[config.mk]
export PLATFORM = sky130hd
export DESIGN_NAME = calc_prog_sender
export DESIGN_NICKNAME = d
export VERILOG_FILES = /design/src/rtl/calc_prog_sender.sv
export SDC_FILE = /design/constraint.sdc
export NUM_CORES = 1
export LEC_CHECK = 0
export BUFFER_PORTS_ARGS = -buffer_cell sky130_fd_sc_hd__buf_2
export CAP_MARGIN = 20
export CELL_PAD_IN_SITES_DETAIL_PLACEMENT = 1
export CELL_PAD_IN_SITES_GLOBAL_PLACEMENT = 1
export CORE_MARGIN = 2
export CORE_UTILIZATION = 54
export DETAILED_ROUTE_END_ITERATION = 12
export PLACE_DENSITY_LB_ADDON = 0.1
export SYNTH_ARGS = -nofsm -noshare
export SYNTH_HDL_FRONTEND = slang
export SYNTH_SLANG_ARGS = --single-unit
[constraint.sdc]
create_clock -name clk -period 5.95 [get_ports clk]
set_input_delay 1.19 -clock clk [delete_from_list [all_inputs] [get_ports clk]]
set_output_delay 1.19 -clock clk [all_outputs]
set_load 0.1 [all_outputs]
[src/rtl/calc_prog_sender.sv]
// calc_prog_sender: buffers host instructions and feeds them to the opcode-cache
// calculator one per clock, then runs the calculator in execute mode on request.
module calc_prog_sender #(
  parameter int unsigned FIFO_DEPTH  = 8,
  parameter int unsigned CACHE_DEPTH = 32
) (
  input  logic       clk,
  input  logic       reset,
  input  logic       in_valid,
  output logic       in_ready,
  input  logic [2:0] in_op,
  input  logic [3:0] in_value,
  input  logic       run_start,
  input  logic [7:0] run_count,
  output logic       mode,
  output logic [2:0] opCode,
  output logic [3:0] value,
  output logic       reject,
  output logic       run_err,
  output logic       done,
  output logic       busy,
  output logic       cache_full
);

  localparam int unsigned PTR_W  = (FIFO_DEPTH > 1) ? $clog2(FIFO_DEPTH) : 1;
  localparam int unsigned CNT_W  = $clog2(FIFO_DEPTH + 1);
  localparam int unsigned SENT_W = $clog2(CACHE_DEPTH + 1);

  typedef struct packed {
    logic [2:0] op;
    logic [3:0] val;
  } instr_t;

  typedef enum logic {
    ST_LOAD = 1'b0,
    ST_RUN  = 1'b1
  } state_t;

  state_t            r_state;
  state_t            w_state_n;
  instr_t            r_mem [FIFO_DEPTH];
  logic [PTR_W-1:0]  r_wr_ptr;
  logic [PTR_W-1:0]  r_rd_ptr;
  logic [CNT_W-1:0]  r_count;
  logic [SENT_W-1:0] r_sent;
  logic [7:0]        r_run_cnt;
  logic              r_done_pend;

  logic              r_in_ready;
  logic              r_mode;
  logic [2:0]        r_op;
  logic [3:0]        r_val;
  logic              r_reject;
  logic              r_run_err;
  logic              r_done;
  logic              r_busy;
  logic              r_cache_full;

  logic              w_push;
  logic              w_legal;
  logic              w_enq;
  logic              w_pop;
  logic              w_full_now;
  logic [CNT_W-1:0]  w_count_n;
  logic [SENT_W-1:0] w_sent_n;
  logic [7:0]        w_run_cnt_n;
  logic              w_done_pend_n;
  logic              w_mode_n;
  logic [2:0]        w_op_n;
  logic [3:0]        w_val_n;
  logic              w_run_err_n;
  logic              w_done_n;
  logic              w_busy_n;

  assign in_ready   = r_in_ready;
  assign mode       = r_mode;
  assign opCode     = r_op;
  assign value      = r_val;
  assign reject     = r_reject;
  assign run_err    = r_run_err;
  assign done       = r_done;
  assign busy       = r_busy;
  assign cache_full = r_cache_full;

  // Host handshake classification and occupancy/issue bookkeeping
  always_comb begin
    w_push     = in_valid && r_in_ready;
    w_legal    = (in_op[1:0] != 2'b11);
    w_enq      = w_push && w_legal;
    w_full_now = (r_sent == SENT_W'(CACHE_DEPTH));
    w_count_n  = r_count + CNT_W'(w_enq) - CNT_W'(w_pop);
    w_sent_n   = r_sent + SENT_W'(w_pop);
  end

  // Next-state and next-output decode; idle filler unless something is issued
  always_comb begin
    w_state_n     = r_state;
    w_run_cnt_n   = r_run_cnt;
    w_done_pend_n = 1'b0;
    w_pop         = 1'b0;
    w_mode_n      = 1'b0;
    w_op_n        = 3'b111;
    w_val_n       = 4'd0;
    w_run_err_n   = 1'b0;
    w_done_n      = r_done_pend;
    w_busy_n      = 1'b0;
    case (r_state)
      ST_LOAD: begin
        w_pop = (r_count != '0) && !w_full_now;
        if (w_pop) begin
          w_op_n  = r_mem[r_rd_ptr].op;
          w_val_n = r_mem[r_rd_ptr].val;
        end
        if (run_start) begin
          if ((r_count == '0) && (r_sent != '0) && (run_count != 8'd0)) begin
            w_state_n   = ST_RUN;
            w_run_cnt_n = run_count;
          end else begin
            w_run_err_n = 1'b1;
          end
        end
      end
      ST_RUN: begin
        w_mode_n    = 1'b1;
        w_busy_n    = 1'b1;
        w_run_err_n = run_start;
        w_run_cnt_n = r_run_cnt - 8'd1;
        if (r_run_cnt == 8'd1) begin
          w_state_n     = ST_LOAD;
          w_done_pend_n = 1'b1;
        end
      end
      default: begin
        w_state_n = ST_LOAD;
      end
    endcase
  end

  // State register
  always_ff @(posedge clk or posedge reset) begin
    if (reset) begin
      r_state <= ST_LOAD;
    end else begin
      r_state <= w_state_n;
    end
  end

  // Counters, pointers and registered outputs
  always_ff @(posedge clk or posedge reset) begin
    if (reset) begin
      r_wr_ptr     <= '0;
      r_rd_ptr     <= '0;
      r_count      <= '0;
      r_sent       <= '0;
      r_run_cnt    <= 8'd0;
      r_done_pend  <= 1'b0;
      r_in_ready   <= 1'b1;
      r_mode       <= 1'b0;
      r_op         <= 3'b111;
      r_val        <= 4'd0;
      r_reject     <= 1'b0;
      r_run_err    <= 1'b0;
      r_done       <= 1'b0;
      r_busy       <= 1'b0;
      r_cache_full <= 1'b0;
    end else begin
      if (w_enq) r_wr_ptr <= r_wr_ptr + PTR_W'(1);
      if (w_pop) r_rd_ptr <= r_rd_ptr + PTR_W'(1);
      r_count      <= w_count_n;
      r_sent       <= w_sent_n;
      r_run_cnt    <= w_run_cnt_n;
      r_done_pend  <= w_done_pend_n;
      r_in_ready   <= (w_count_n != CNT_W'(FIFO_DEPTH));
      r_mode       <= w_mode_n;
      r_op         <= w_op_n;
      r_val        <= w_val_n;
      r_reject     <= w_push && !w_legal;
      r_run_err    <= w_run_err_n;
      r_done       <= w_done_n;
      r_busy       <= w_busy_n;
      r_cache_full <= (w_sent_n == SENT_W'(CACHE_DEPTH));
    end
  end

  // FIFO storage; contents are don't-care until written, so no reset
  always_ff @(posedge clk) begin
    if (w_enq) begin
      r_mem[r_wr_ptr] <= instr_t'({in_op, in_value});
    end
  end

endmodule

## Yosys cells after proc, flatten, opt, wreduce, memory -nomap -nowiden

Memory sizes are Yosys's and may differ from the RTL's.
Cells that the tools add are included.

| operators by class | value |
|---|---|
| muxes and demuxes | 20 |
| bitwise gates (word level) | 1 |
| eq/ne operators | 7 |
| reduce and logical (&&, ||, !) cells | 13 |
| add/sub/neg operators | 6 |

Operators by type and width:

| operator | count |
|---|---|
| two-way mux 8 bit | 2 |
| case mux 8 bit (2 select lines) | 1 |
| == test 6 bit, second input constant | 2 |
| two-way mux 1 bit | 11 |
| == test 8 x 1 -> 1 bit, second input constant | 1 |
| two-way mux 4 bit | 2 |
| nonzero test 8 bit | 1 |
| subtractor 8 x 1 -> 8 bit, second input constant | 1 |
| adder 3 x 1 -> 3 bit, second input constant | 2 |
| adder 6 x 1 -> 6 bit | 1 |
| logical AND 1 bit | 6 |
| two-way mux 3 bit | 2 |
| != test 2 bit, second input constant | 3 |
| nonzero test 6 bit | 1 |
| adder 4 x 1 -> 4 bit | 1 |
| logical NOT 4 bit | 1 |
| != test 4 bit, second input constant | 1 |
| case mux 1 bit (2 select lines) | 2 |
| nonzero test 4 bit | 1 |
| subtractor 4 x 1 -> 4 bit | 1 |
| logical NOT 1 bit | 2 |
| AND reduction 2 bit | 1 |
| NOT 1 bit | 1 |

| word-level totals | value |
|---|---|
| output and inout port bits | 14 |
| memory bits (writable) | 56 |
| bits in registers | 39 |
| bits of input ports | 19 |
| logic and storage cells | 63 |
| memories | 1 |

Memory list:

| memory | words | width | read ports | clocked after memory_dff | write ports | line | text |
|---|---|---|---|---|---|---|---|
| r_mem | 8 | 7 | 1 | 0 | 1 | 41 | `instr_t r_mem [FIFO_DEPTH];` |

## Depth between registers and ports, before layout

| depth | value |
|---|---|
| depth in word-level cells | 6 |
| gate-level depth with buffers | 11 |

## Worst setup path after synthesis

Ideal clock, no wire load.

| timing path | value |
|---|---|
| kind | input to register |
| start | input port in_valid |
| end | register r_in_ready (netlist: in_ready) |
| buffers on the path | 0 |
| setup slack | 2.825 ns |
| data arrival time | 3.031 ns |
| data required time | 5.856 ns |
| cell stages on the path | 8 |
| library setup time | 0.094 ns |
| cell sequence | nand2_1 a21oi_1 xor2_1 ha_1 inv_1 fa_1 inv_1 or4b_1 |

| on the way | value |
|---|---|
| cells in the longest elaborated chain, start to end | 5 |

Ends and longest elaborated chain:

| what | line | text |
|---|---|---|
| start, declared | 9 | `input logic in_valid,` |
| logical AND 1 bit | 87 | `w_push = in_valid && r_in_ready;` |
| logical AND 1 bit | 89 | `w_enq = w_push && w_legal;` |
| adder 4 x 1 -> 4 bit | 91 | `w_count_n = r_count + CNT_W'(w_enq) - CNT_W'(w_pop);` |
| subtractor 4 x 1 -> 4 bit | 91 |  |
| via w_count_n[1] | 64 | `logic [CNT_W-1:0] w_count_n;` |
| != test 4 bit | 173 | `r_in_ready <= (w_count_n != CNT_W'(FIFO_DEPTH));` |
| end signal, assigned | 173 |  |
| end, declared | 49 | `logic r_in_ready;` |

The timed path passes the listed nets, and every way through them passes these cells.
A chain may end at the register's enable or synchronous reset.

## Worst setup path in the final report

| timing path | value |
|---|---|
| start | input port in_op[0] |
| end | register r_in_ready (netlist: in_ready) |

| on the way | value |
|---|---|
| cells in the longest elaborated chain, start to end | 5 |

Ends and longest elaborated chain:

| what | line | text |
|---|---|---|
| start, declared | 11 | `input logic [2:0] in_op,` |
| != test 2 bit | 88 | `w_legal = (in_op[1:0] != 2'b11);` |
| logical AND 1 bit | 89 |  |
| adder 4 x 1 -> 4 bit | 91 |  |
| subtractor 4 x 1 -> 4 bit | 91 |  |
| via w_count_n[1] | 64 |  |
| != test 4 bit | 173 |  |

The timed path passes the listed nets, and every way through them passes these cells.

==> flow_results.org <==
** Power and ir drop
- Dividing total power by cell area gives a power density of 318.7 mW/mm².
- Summed over all cells, the static leakage comes to 0.001755 µW.
- Max VDD drop :: 0.1566 mV

** Timing
- For the final routed database, the setup TNS stands at 0 ns.
- Final critical-path share of the clock period :: 51.79%
- At the pin with the least slew margin, the transition time is 0.9355 ns.
- Based on the critical path, the design can be clocked at up to 324.5 MHz.
- For the finished layout, the period the worst path requires is 3.082 ns.
- Count of endpoints failing setup in the final report :: 0
- Crit path setup slack, layout :: 2.868 ns
- RSZ-0062 raised after global routing :: no
- Slew Viols, Final :: 0
- Worst clock skew on the final layout :: 0.009445 ns
- Slew headroom :: 37.64%
- The number of hold violations in the final report is 0.

** Layout
- Inserted Diodes :: 0
- At the end of the flow the core is filled with cells to 62.04%.
- For this run, the post-layout net count is 327.
- Layout cells sized above 1 :: 25.41%
- From synthesis to final layout, the design area changed by 11.33%.

** Logic synthesis
- The top cell type by area accounts for 41.83% of the synthesized area.
- The number of different library cells used by synthesis comes to 45.
- Mapped Nets :: 290
- Predominant post-synthesis flop cell :: sky130_fd_sc_hd__edfxtp_1
- Share of synthesized registers carrying an async set or reset :: 41.05%
- Per-instance average area after synthesis :: 15.40 µm²
- Cell type with the highest aggregate area in the netlist :: sky130_fd_sc_hd__edfxtp_1
- Leading post-synthesis cells by instance count :: sky130_fd_sc_hd__edfxtp_1 (56), sky130_fd_sc_hd__dfrtp_1 (35), sky130_fd_sc_hd__nand2_1 (16), sky130_fd_sc_hd__mux4_2 (14)
- In this run, synthesis produced a sequential element count of 95.
- Top area cells in the synthesized netlist :: sky130_fd_sc_hd__edfxtp_1 (42%), sky130_fd_sc_hd__dfrtp_1 (22%), sky130_fd_sc_hd__mux4_2 (7.8%)
- After synthesis, flip-flops and latches occupy 66.23% of the total area.
- In this run, synthesis inferred 56 flip-flops with an integrated enable.
- Yosys instantiated no cell more often than sky130_fd_sc_hd__edfxtp_1.
- The mapped netlist covers 0.004020 mm².
- After technology mapping, the gate count stands at 261.
- Synthesis Warnings :: 0

** Route
- For this block, the initial DRC count from the detailed router was 95.
- Vias per Instance :: 5.677
- In the final routed layout, each cell accounts on average for 19.16 µm.
- Once detail routing completed, the nets flagged for antenna violations numbered 0.
- In the routed design, unresolved DRC markers number 0.
- The routed layout has 2282 vias.
- 1st-pass router iterations :: 4
- Routed Wire Length :: 7701 µm

** Critical path
- In this run the register-to-register setup slack is 3.06 ns.
- Traced cell by cell, the critical path runs through buf_2, a21oi_1, xor2_1, ha_1, inv_1, fa_1, inv_1, or4b_1.
- CP Buf/Inv Count :: 3
- Critical path's largest stage delay :: 0.56 ns
- Endpoint of the most critical setup path :: in_ready
- Top cell family by delay on the critical path :: adder cells
- Path depth of the worst reg2reg path :: 11
- The endpoint identified for the worst register-to-register timing path is in_ready.
- Critical path arrival :: 3.37 ns
- In this run the number of cells on the critical path is 8.
- Most numerous cell on the critical path :: sky130_fd_sc_hd__inv_1
- STA classifies the critical path endpoint as a flip-flop.
- Kind of critical path :: primary input to flip-flop
- The worst register-to-register path begins at r_count[2].
- On the critical path, the stage with the largest delay is an instance of sky130_fd_sc_hd__a21oi_1.
- CP required :: 6.24 ns
- Launch point of the critical path :: in_op[0]
- STA classifies the critical path startpoint as a primary input.
- Of all nets on the critical path, the largest fanout is 10.

** Clocking
- Number of hold-repair buffers added at the cts stage :: 0
- Clock tree synthesis selected as its root buffer the cell sky130_fd_sc_hd__clkbuf_8.
- CTS tree :: yes
- The clock drives 95 sinks.
- Post-CTS repair changed the size of 0 cells.
- At the later pin of the worst-skew pair, clock insertion delay measures 0.36 ns.
- Clock slew at reported path FFs :: 0.10 ns
- Max clock buf depth :: 2
- Post-CTS timing repair inserted 0 buffers for setup.
- The number of clock buffers added by TritonCTS is 9.
- Deepest level of the CTS H-tree :: 3

** Die
- Once the floorplan was initialized, standard cells occupied 55.72% of the core.
- Horiz. Die Dim :: 90.28 µm
- Standard-cell row count :: 31
- Chip Height :: 90.28 µm
- Io pins :: 33
- Core ar. :: 0.007214 mm²
- Floorplan die area :: 0.008150 mm²

** Global route
- Maximum number of pins on one net before global-route repair :: 31
- The via count of the first global-routing pass came to 2390.
- The first global-routing pass estimated 12620 µm of wire.
- For this run the aggregate overflow at the end of global routing stands at 0.
- Aggregate global-route resource usage :: 20.59%
- Antenna violations before repair :: 0

** Placement
- Worst slack at placement :: 2.463 ns
- During placement, the flow inserted port buffers numbering 32.
- HPWL after detailed placement :: 5121 µm
- Routability-driven placement finished with a final weighted congestion of 0.7393.

** Min path
- The min-delay analysis places its worst path in the category flip-flop to flip-flop.
- In this run the most critical hold path is launched from r_done_pend.

** Run
- Max-cap violations :: 0

** Status
- The flow ran to the end, and the final reports show no timing, DRC or antenna violations.
==> sequential cells by signal, indices dropped and copies added, names as in the netlist <==
signal / cells
r_rd_ptr: 3
value: 4
r_sent: 6
r_run_cnt: 8
r_mem: 56
r_count: 4
done: 1
cache_full: 1
in_ready: 1
opCode: 3
r_wr_ptr: 3
r_state: 1
r_done_pend: 1
run_err: 1
busy: 1
reject: 1
==> where the power goes <==
group | switching (µW) | internal [µW] | total (µW)
registers | 37.1 | 772 | 809
logic | 120 | 81.5 | 201
clock network | 249 | 167 | 415
total | 406 | 1020 | 1430
==> cell families (layout without fill, tap and decap cells) <==
| family | Yosys count | after routing | share of synthesized area, % |
|---|---|---|---|
| simple gates | 63 | 63 | 8.901 |
| xor+xnor | 15 | 15 | 3.268 |
| compound gates | 33 | 33 | 5.633 |
| flops | 95 | 95 | 66.23 |
| mux | 23 | 23 | 10.15 |
| buf+inv | 22 | 64 | 2.521 |
| fa+ha+maj | 10 | 10 | 3.299 |
==> final cells by class <==
class | count | area (µm²)
fillers | 705 | 2739
flip-flops and latches | 95 | 2663
multi-input cells | 144 | 1256
repair buffers | 36 | 190.2
clock buffers | 9 | 123.9
well taps | 99 | 123.9
clock inverters | 7 | 73.82
inverters | 12 | 45.04
==> metal layers <==
metal	part of all wire, %	vias up	GRT usage [%]
li1	-	1052	-
met1	45	1160	27.25
met2	49	52	33.65
met3	4.2	18	5.259
met4	2.0	0	6.923
met5	0	-	0
==> worst register-to-register path: cells and delay by family (launching register included) <==
family | cells | cell delay [ns]
buffers and inverters | 4 | 0.42
and+or+nand+nor | 2 | 0.95
AOI/OAI and AO/OA | 1 | 0.09
DFF | 1 | 0.37
xor gates and xnor gates | 1 | 0.18
adders and majority gates | 3 | 0.81
==> how the worst min path moves through the flow <==
stage,to,depth (start not counted)
global route,done,0
CTS,done,0
finish,done,0
global placement,done,0
floorplan,done,0
detailed placement,done,0
==> metrics by stage <==
| stage | instances | power [µW] | hold slack (ns) | area [µm²] |
|---|---|---|---|---|
| floorplan | 261 | 957.8 | 0.3312 | 4020 |
| global placement | 386 | 1015 | 0.3344 | 4278 |
| detailed placement | 386 | 1028 | 0.3444 | 4278 |
| CTS | 402 | 1443 | 0.3684 | 4476 |
| global route | 402 | 1496 | 0.3697 | 4476 |
| finish | 402 | 1426 | 0.3652 | 4476 |
==> placed cells by master (no fill, tap or decap), types with 3 or more instances in the layout <==
cell type	synthesis	layout
sky130_fd_sc_hd__o21ai_0	5	5
sky130_fd_sc_hd__nand4_1	3	3
sky130_fd_sc_hd__ha_1	9	9
sky130_fd_sc_hd__inv_1	12	12
sky130_fd_sc_hd__clkbuf_8	0	9
sky130_fd_sc_hd__dfstp_2	4	4
sky130_fd_sc_hd__mux4_2	14	14
sky130_fd_sc_hd__nor2b_1	5	5
sky130_fd_sc_hd__nand2_1	16	16
sky130_fd_sc_hd__a211o_1	4	4
sky130_fd_sc_hd__edfxtp_1	56	56
sky130_fd_sc_hd__nand2b_1	4	4
sky130_fd_sc_hd__mux2i_1	7	7
sky130_fd_sc_hd__nor4_1	7	7
sky130_fd_sc_hd__nor3_1	3	3
sky130_fd_sc_hd__a21oi_1	12	12
sky130_fd_sc_hd__buf_2	3	32
sky130_fd_sc_hd__buf_4	4	4
sky130_fd_sc_hd__dfrtp_1	35	35
sky130_fd_sc_hd__xnor2_1	7	7
sky130_fd_sc_hd__nor2_1	11	11
sky130_fd_sc_hd__inv_6	0	3
sky130_fd_sc_hd__xor2_1	8	8
(Power assumes the default switching activity.)
